[src/rtl/romc_arbiter.sv]
// Round-robin arbiter sharing a dual-port registered-read ROM between NUM_REQ clients.
// Optional ROMC_ARB_MERGE_EN: same-address requests piggyback on the port-1 read.
module romc_arbiter #(
  parameter int NUM_REQ = 4,
  parameter int ADDR_W  = 3,
  parameter int DATA_W  = 64,
  parameter int ROM_LAT = 1
) (
  input  logic                        clk,
  input  logic                        rst,
  input  logic [NUM_REQ-1:0]          req,
  input  logic [NUM_REQ*ADDR_W-1:0]   req_addr,
  output logic [NUM_REQ-1:0]          gnt,
  output logic [NUM_REQ-1:0]          rsp_valid,
  output logic [NUM_REQ*DATA_W-1:0]   rsp_data,
  output logic [ADDR_W-1:0]           rom_addr1,
  output logic [ADDR_W-1:0]           rom_addr2,
  input  logic [DATA_W-1:0]           rom_dout1,
  input  logic [DATA_W-1:0]           rom_dout2
);

  localparam int PTR_W = $clog2(NUM_REQ);
  typedef logic [PTR_W-1:0] idx_t;

`ifdef ROMC_ARB_MERGE_EN
  localparam int TAG_W = NUM_REQ;
`else
  localparam int TAG_W = PTR_W + 1;
`endif

  // Explicit wrap so non-power-of-two NUM_REQ never indexes past the last client.
  function automatic idx_t wrap_add(idx_t base, int k);
    int s;
    s = int'(base) + k;
    if (s >= NUM_REQ) s = s - NUM_REQ;
    return idx_t'(s);
  endfunction

  idx_t                ptr, ptr_next, win1, win2, cand;
  logic                found1, found2;
  logic [NUM_REQ-1:0]  mask1, mask2, hit1, hit2;
  logic [ADDR_W-1:0]   addr1_sel, addr2_sel;
  logic [TAG_W-1:0]    tag1_new, tag2_new;
  logic [TAG_W-1:0]    tag1_q [0:ROM_LAT];
  logic [TAG_W-1:0]    tag2_q [0:ROM_LAT];

  always_comb begin
    found1    = 1'b0;
    found2    = 1'b0;
    win1      = '0;
    win2      = '0;
    cand      = '0;
    mask1     = '0;
    mask2     = '0;
    addr1_sel = '0;
    addr2_sel = '0;
    for (int k = 0; k < NUM_REQ; k++) begin
      cand = wrap_add(ptr, k);
      if (req[cand]) begin
        if (!found1) begin
          found1      = 1'b1;
          win1        = cand;
          addr1_sel   = req_addr[cand*ADDR_W +: ADDR_W];
          mask1[cand] = 1'b1;
        end
`ifdef ROMC_ARB_MERGE_EN
        else if (req_addr[cand*ADDR_W +: ADDR_W] == addr1_sel) begin
          mask1[cand] = 1'b1;
        end
`endif
        else if (!found2) begin
          found2      = 1'b1;
          win2        = cand;
          addr2_sel   = req_addr[cand*ADDR_W +: ADDR_W];
          mask2[cand] = 1'b1;
        end
      end
    end
    if (found2)      ptr_next = wrap_add(win2, 1);
    else if (found1) ptr_next = wrap_add(win1, 1);
    else             ptr_next = ptr;
  end

  assign gnt = rst ? '0 : (mask1 | mask2);

  // Tag encoding: requester mask when merging, {valid, index} otherwise.
  always_comb begin
    hit1 = '0;
    hit2 = '0;
`ifdef ROMC_ARB_MERGE_EN
    tag1_new = mask1;
    tag2_new = mask2;
    hit1     = tag1_q[ROM_LAT];
    hit2     = tag2_q[ROM_LAT];
`else
    tag1_new = {found1, win1};
    tag2_new = {found2, win2};
    for (int i = 0; i < NUM_REQ; i++) begin
      hit1[i] = tag1_q[ROM_LAT][PTR_W] && (tag1_q[ROM_LAT][PTR_W-1:0] == idx_t'(i));
      hit2[i] = tag2_q[ROM_LAT][PTR_W] && (tag2_q[ROM_LAT][PTR_W-1:0] == idx_t'(i));
    end
`endif
  end

  always_ff @(posedge clk or posedge rst) begin
    if (rst) begin
      ptr       <= '0;
      rom_addr1 <= '0;
      rom_addr2 <= '0;
      for (int s = 0; s <= ROM_LAT; s++) begin
        tag1_q[s] <= '0;
        tag2_q[s] <= '0;
      end
    end else begin
      ptr <= ptr_next;
      if (found1) rom_addr1 <= addr1_sel;
      if (found2) rom_addr2 <= addr2_sel;
      tag1_q[0] <= tag1_new;
      tag2_q[0] <= tag2_new;
      for (int s = 1; s <= ROM_LAT; s++) begin
        tag1_q[s] <= tag1_q[s-1];
        tag2_q[s] <= tag2_q[s-1];
      end
    end
  end

  always_comb begin
    rsp_valid = '0;
    rsp_data  = '0;
    for (int i = 0; i < NUM_REQ; i++) begin
      if (hit1[i]) begin
        rsp_valid[i]                   = 1'b1;
        rsp_data[i*DATA_W +: DATA_W]   = rom_dout1;
      end else if (hit2[i]) begin
        rsp_valid[i]                   = 1'b1;
        rsp_data[i*DATA_W +: DATA_W]   = rom_dout2;
      end
    end
  end

endmodule

[config.mk]
export PLATFORM = sky130hd
export DESIGN_NAME = romc_arbiter
export DESIGN_NICKNAME = d
export VERILOG_FILES = /design/src/rtl/romc_arbiter.sv
export SDC_FILE = /design/constraint.sdc
export NUM_CORES = 1
export LEC_CHECK = 0
export CORE_AREA = 2 2 162 164
export DETAILED_ROUTE_END_ITERATION = 6
export DIE_AREA = 0 0 164 166
export GPL_TIMING_DRIVEN = 0
export SYNTH_ARGS = -nofsm -noshare
export SYNTH_HDL_FRONTEND = slang
export SYNTH_SLANG_ARGS = --single-unit
export TNS_END_PERCENT = 50
[constraint.sdc]
create_clock -name clk -period 4.8 [get_ports clk]
set_input_delay 0.72 -clock clk [delete_from_list [all_inputs] [get_ports clk]]
set_output_delay 0.72 -clock clk [all_outputs]
set_load 0.05 [all_outputs]
* Yosys cells after proc, flatten, opt, wreduce, memory -nomap -nowiden
Index checks and enable logic that the tools add are counted.
** Cells by class
- Add/subtract/negate cells :: 11
- Multiply operators :: 4
- Magnitude comparators :: 14
- Equal/unequal tests :: 6
- Shifts and indexed selects :: 4
- Multiplexer cells :: 96
- Bitwise gates (word level) :: 6
- Reductions and logical operators :: 15
** Operators by type and width (count)
- $mux W64 :: 8
- $mux W4 :: 16
- $shiftx A12 B5 Y3 :: 4
- $mux W2 :: 23
- $mux W3 :: 15
- $mux W1 :: 26
- $or A4 B4 Y4 :: 6
- $mul A2 B2 Y4 const B :: 4
- $ge A3 B3 Y1 const B :: 5
- $logic_and A1 B1 Y1 :: 12
- $lt A2 B3 Y1 const B :: 4
- $sub A2 B1 Y2 const B :: 6
- $add A2 B1 Y3 const B :: 3
- $bmux W1 S2 :: 4
- $demux W1 S2 :: 4
- $eq A2 B2 Y1 const B :: 4
- $ge A2 B1 Y1 const B :: 4
- $add A2 B2 Y3 const B :: 2
- $eq A2 B1 Y1 const B :: 2
- $logic_not A2 Y1 :: 2
- $ge A2 B3 Y1 const B :: 1
- $reduce_bool A2 Y1 :: 1
** Word-level totals
- Register bits :: 20
- Input bits :: 146
- Output and inout port bits :: 270
- Word-level logic and storage cells :: 163

* Longest topological paths before layout
- Depth in word-level cells :: 19
- Mapped depth :: 12
- Mapped depth without buffers :: 9

* Worst setup path after synthesis
OpenSTA, ideal clock, no wires.
- Path type :: reg-to-output
- Start :: register ptr[0]
- End :: output port gnt[2]
- Data arrival time :: 3260 ps
- Required time :: 4080 ps
- Slack :: 820 ps
- Cell stages (with the launch flop) :: 11
- Buffers on the path :: 3
- Cells stage by stage :: dfrtp_1 > buf_6 > inv_1 > ha_1 > buf_2 > mux4_2 > clkbuf_1 > and2_1 > nor2_1 > a222oi_1 > a21oi_1
** On the way
- Cells in the longest elaborated chain, start to end :: 19
- Elaborated cells on any way between the ends :: 72
- Those cells by class :: add/sub: 7; order compare: 12; mux: 43; bitwise: 6; reduce/logical: 4
** Ends and longest elaborated chain
- start, declared :: line 39 : idx_t ptr, ptr_next, win1, win2, cand;
- start signal, assigned :: line 115 : ptr <= ptr_next;
- $add A2 B1 Y3 :: line 34 : s = int'(base) + k;
- $ge A3 B3 Y1 or $sub A2 B1 Y2 (tied branches) :: line 35 : if (s >= NUM_REQ) s = s - NUM_REQ;
- $mux W2 :: line 35
- $lt A2 B3 Y1 (implied by the code) or $ge A2 B1 Y1 (tied branches) :: line 64, 75
- $logic_and A1 B1 Y1 (implied by the code) :: line 64, 75
- $mux W1 (implied by the code) :: line 64, 75
- $demux W1 S2 :: line 64, 75
- $mux W4 :: line 60 : if (!found1) begin
- [3 not listed]
- $mux W4 :: line 60
- $mux W4 :: line 59 : if (req[cand]) begin
- $or A4 B4 Y4 (no line)
- $mux W4 :: line 71 : else if (!found2) begin
- $mux W4 :: line 60
- $mux W4 :: line 59
- $or A4 B4 Y4 * :: line 84 : assign gnt = rst ? '0 : (mask1 | mask2);
- $mux W4 * :: line 84
- end, declared :: line 13 : output logic [NUM_REQ-1:0] gnt,
Every way passes the cells marked *; elsewhere a longest branch is shown, timed or not. The select of a mux whose other input is x is not followed.

* Worst setup path in the final report
Same ends and word-level chain as after synthesis.

==> summary.txt <==
Routed Antenna Nets: 0
number of port buffers: 415
Ys Warns: 0
Worst slew margin: 27.1%
WL/cell: 24.2 um
Root Buffer Master: clkbuf_16
FILL cells: 2629
die width: 164 um
top-area cell type share of the netlist area: 50.4%
Die ar.: 27200 um^2
most common library cell in the layout ignoring fill and taps: clkdlybuf4s50_1
design area: 9120 um^2
CTS tree: done
Final Setup Violations: 0
area taken by multi-input logic gates: 3650 um^2
crit path kind: reg -> out
reg2reg setup slack: 1.58 ns
Fmax: 220 MHz
Mapped Area: 4450 um^2
CTS buffer count: 3
Crit-path slowest cell: mux4_2
first-pass GRT wire length: 43300 um
RR Endpoint: ptr[1]
Post-synth EDFFs: 0
status: finished, final reports clean
Rows: 59
Synth Instances: 513
hpwl dp: 24400 um
RSZ-0062 raised after global routing: false
die height: 166 um
initial antenna violation count: 0
Placed Area: 9050 um^2
I/O pin total: 416
Startpoint Class: flop
Worst Hold Depth: 0
Synth Flop Type: dfrtp_1
synth top area cells: a22o_1 (50%), dfrtp_1 (11%), mux4_2 (8.1%)
crit-path max cell delay: 0.60 ns
Setup TNS Final: 0 ns
RR Startpoint: ptr[0]
Antenna Cells: 0
CP endpoint kind: output port
post-synthesis sequential area ratio: 11.3%
cells on worst reg2reg path: 10
vias in the first global route: 6367
Core ar.: 25600 um^2
Reg area: 500 um^2
crit-path max FO: 11
Worst-Skew Late Latency: 0.25 ns
initial core utilization: 17.4%
# DRC: 0
H-tree Lvls: 1
critical-path cell list: buf_6, inv_1, ha_1, buf_2, mux4_2, clkbuf_1, and2_1, nor2_1, a222oi_1, a21oi_1, clkbuf_2
Unique masters post-synth: 53
clock skew after layout: 0.00448 ns
Async S/R FF share, synth: 100%
Reg clk slew, reported paths: 0.05 ns
synthesized area per cell: 8.67 um^2
commonest non-fill, non-tap cells in the layout: clkdlybuf4s50_1 (411), a22o_1 (256), clkbuf_1 (57)
worst-margin pin slew: 1.09 ns
vias per cell: 5.38
grt total ovfl: 0
drt first pass iters: 7
Yosys reg bits: 20
routed wire length: 30800 um
Hold Crit Class: reg -> reg
final period utilization: 94.6%
cell taking the most area after synthesis: a22o_1
post-layout min period: 4.54 ns
hold buffer count at CTS: 0
fin. max-slew vios: 0
Iteration-0 DRC Markers: 432
global-route usage over all layers: 20.8%
Final Hold Fails: 0
endpoint of the worst hold path: tag1_q[0]
CTS sink cnt: 20
largest net degree at the start of global routing: 21
WP data arrival: 3.82 ns
vias: 6833
CP required: 4.08 ns
syn_nets: 669
maximum clock path buffer count: 2
share of cells above drive strength 1: 5.14%
gpl congestion: 0.902
Post-CTS Setup Bufs: 0
maxcap violations: 0
Net count, final: 1091
Worst Hold Launch: tag1_q[3]
Layout area overhead: 105%
[worst max-delay path by stage]
stage | from | endpoint | slack, ns | cells past startpoint
floorplan | ptr[0] | gnt[2] | 0.82 | 10
global placement | ptr[0] | gnt[2] | 0.05 | 11
detailed placement | ptr[0] | gnt[2] | 0.05 | 11
CTS | ptr[0] | gnt[2] | 0.05 | 11
global route | ptr[0] | gnt[2] | 0.1 | 11
finish | ptr[0] | gnt[2] | 0.26 | 11
[final cells by class]
type                            instances  share of cell area [%]
Timing Repair Buffer                  417                    45.6
Sequential cell                        20                    5.49
Buffer                                 67                    3.06
Tap cell                              335                    4.60
Multi-Input combinational cell        418                    40.0
Inverter                                8                   0.329
Clock buffer                            4                   0.974
[synth_stat cells, drive strengths merged, types with 2 or more instances]
cell,n
a22o,256
and2,3
o22ai,4
nor3b,2
xnor2,2
a211oi,5
nand2,21
mux4,16
a32oi,2
mux2,3
buf,10
a222oi,4
a221oi,5
a21o,3
a31oi,2
nor2,15
o31ai,2
dfrtp,20
o21bai,3
or3b,2
clkbuf,57
o21ai,4
a22oi,2
nand3b,3
ha,10
nor3,3
nand2b,4
inv,8
a21oi,18
mux2i,9
or2,2
[metrics by stage]
step                hold slack, ns  cells  util (%)  setup WS [ns]
floorplan                    0.331    513         -          0.820
global placement             0.331   1263      35.2         0.0456
detailed placement           0.335   1265      35.3         0.0496
CTS                          0.347   1269      35.7         0.0540
global route                 0.353   1269      35.6         0.0967
finish                       0.344   1269      35.6          0.259
[metal layers]
metal	vias up	routed length (um)	global-route usage, %
met5	-	0	0
met4	0	942	5.45
met3	47	2110	3.52
met2	343	15000	36.2
met1	3421	12700	26.5
li1	3022	-	-
[logic make-up after synthesis]
| family | count (synthesis) | synth area share, % |
|---|---|---|
| and+or+nand+nor | 63 | 7.18 |
| DFF | 20 | 11.3 |
| adders and majority gates | 11 | 3.07 |
| buffers and inverters | 75 | 6.95 |
| xor gates and xnor gates | 3 | 0.591 |
| muxes | 28 | 10.9 |
| AOI/OAI and AO/OA | 313 | 60.1 |
[timing repair]
| action | 4_1_cts | 5_1_grt |
|---|---|---|
| resized for setup | 4 | 8 |
| setup endpoints to repair | 4 | 4 |
| endpoints found under the hold margin | 0 | 0 |
[critical path: cells and delay by family, from the launching register on]
kind | cells | cell delay (ns)
compound gates | 2 | 0.36
buf+inv | 5 | 1.17
fa+ha+maj | 1 | 0.35
simple gates | 2 | 0.60
flops | 1 | 0.47
mux | 1 | 0.60
[registers in the layout, indices dropped and copies added, names as in the netlist]
| register | count |
|---|---|
| tag2_q | 6 |
| rom_addr1 | 3 |
| ptr | 2 |
| rom_addr2 | 3 |
| tag1_q | 6 |
Power is not shown: default switching activity piles up to over one toggle a cycle in this logic, so the estimate is an artifact.
==> RTL edit: new RTL, same settings <==
Make the reset (`rst`) synchronous in one clocked block.
--- a/src/rtl/romc_arbiter.sv
+++ b/src/rtl/romc_arbiter.sv
@@ -103,5 +103,5 @@
   end
 
-  always_ff @(posedge clk or posedge rst) begin
+  always_ff @(posedge clk) begin
     if (rst) begin
       ptr       <= '0;
Behaviour: differs if rst is asserted again (counterexample within 4 cycles, from zero or initial values and one cycle with rst high); with rst held inactive, the same outputs for 4 cycles.
==> RTL edit against the original RTL <==
- synthesized area did not move
- routed wire length is 2.8% higher
- sequential cell count unchanged
- largest cell class unchanged
- via count grew 1.3%
- critical endpoint is now gnt[0]
- design area increased by 0.52%
- die area unchanged
- count of clock-buffer cells in the layout shrank 1
- hold slack improved by 89 ps
- non-clock buffer count is 4 higher
- worst setup slack is essentially flat
- sequential share of layout area is 1.1 points lower
- synthesized cell count increased by 4.5%
- clock skew is essentially flat
Power is left out: it rests on default switching activity, and per cell area and clock period it moved more than threefold.
==> RTL edit: results (changes against the original RTL) <==
[run_status]
status = completed

[logic_synthesis]
yosysSeqAreaShare = 0.0901  ; -0.0225
synth_common_cells = a22o_1, clkbuf_1, nand2_1
syn_nets = 692  ; +3.4%
async_flop_share = 0  ; -1.00
synth-main-ff-cell = dfxtp_1
synth.distinct_cells = 63  ; +19%
synthTopCellsByArea = a22o_1, dfxtp_1, mux4_2

[final_layout]
layout.cells.non_filler = 1293  ; +1.9%
buffers = 488  ; +0.83%
inverters = 6  ; -2
final_nets = 1114  ; +2.1%
fillCellCount = 2653  ; +0.91%
num_antenna_cells = 1  ; +1
final_area_mm2 = 0.00917  ; +0.52%
multi_input_area_share = 0.407  ; +0.00707
area_share_clock_buf_inv = 0.0115  ; +0.00172
drive_gt1_frac = 0.0481  ; -0.00332
sh_seq_area = 0.0438  ; -0.0111

[detailed_routing]
num_vias = 6922  ; +1.3%
dr_wl_met3_um = 2560  ; +21%
dr.pass1.iters = 5  ; -2
dr.max_layer_used = met5
met1_length_um = 13100  ; +3.0%
post_drt_wl_per_cell_um = 24.5  ; +0.92%
drt_iter0_drc = 461  ; +6.7%

[global_route]
antenna_found_initial = 2  ; +2
grt_pass1_wl_um = 44600  ; +2.9%
gr-usage-met1 = 0.273  ; +0.00812
met2_usage = 0.369  ; +0.00767
grt_pass1_vias = 6473  ; +1.7%

[placed_design]
gp_congestion = 0.918  ; +1.8%
placed_cells = 1288  ; +1.8%
pre_cts_ws_ps = -113  ; -163 ps
dp_hpwl_um = 25500  ; +4.6%

[critical_path]
r2r_end = ptr[1]
cp-endpoint = gnt[0]
r2r_slack_ps = 1360  ; -220 ps
reg2regPathDepth = 12  ; +2
critPathLaunch = ptr[0]
worstPathMaxFanout = 10  ; -1

[worst_hold_path]
hold_depth = 1  ; +1
hold_end = tag2_q[0][3]
worstHoldStart = tag2_q[0][0]

[timing]
worstMarginPinSlew_ps = 1130  ; +42.0 ps
hold_ws_ps = 433  ; +89.1 ps

-- RTL edit: cell types whose count changed in the layout (fill, tap and decap cells not counted), sizes merged, moves of 3 or more --
cell / change
mux4: -3
a221oi: -3
a21o: -3
clkdlybuf4s15: +4
dfxtp: +20
a211oi: -5
nor2b: +12
o21ai: +4
o221ai: +3
dfrtp: -20
nand3b: -3
nand3: +6
a21oi: -3
a221o: +3
-- RTL edit: cell families after synthesis --
group | after synthesis | synth area share
XOR/XNOR | 3 | 0.00591
AO/OA/AOI/OAI | 309 | 0.590
multiplexers | 22 | 0.0881
flip-flops | 20 | 0.0901
AND/OR/NAND/NOR | 94 | 0.123
buffers and inverters | 77 | 0.0732
adder cells (fa/ha/maj) | 11 | 0.0304
-- RTL edit: what timing repair did --
item / 4_1_cts / 5_1_grt
setup endpoints to repair: 4 / 4
hold buffers: 0 / 0
gates resized for setup: 12 / 2
buffers inserted: 0 / 0
pin swaps: 0 / 0
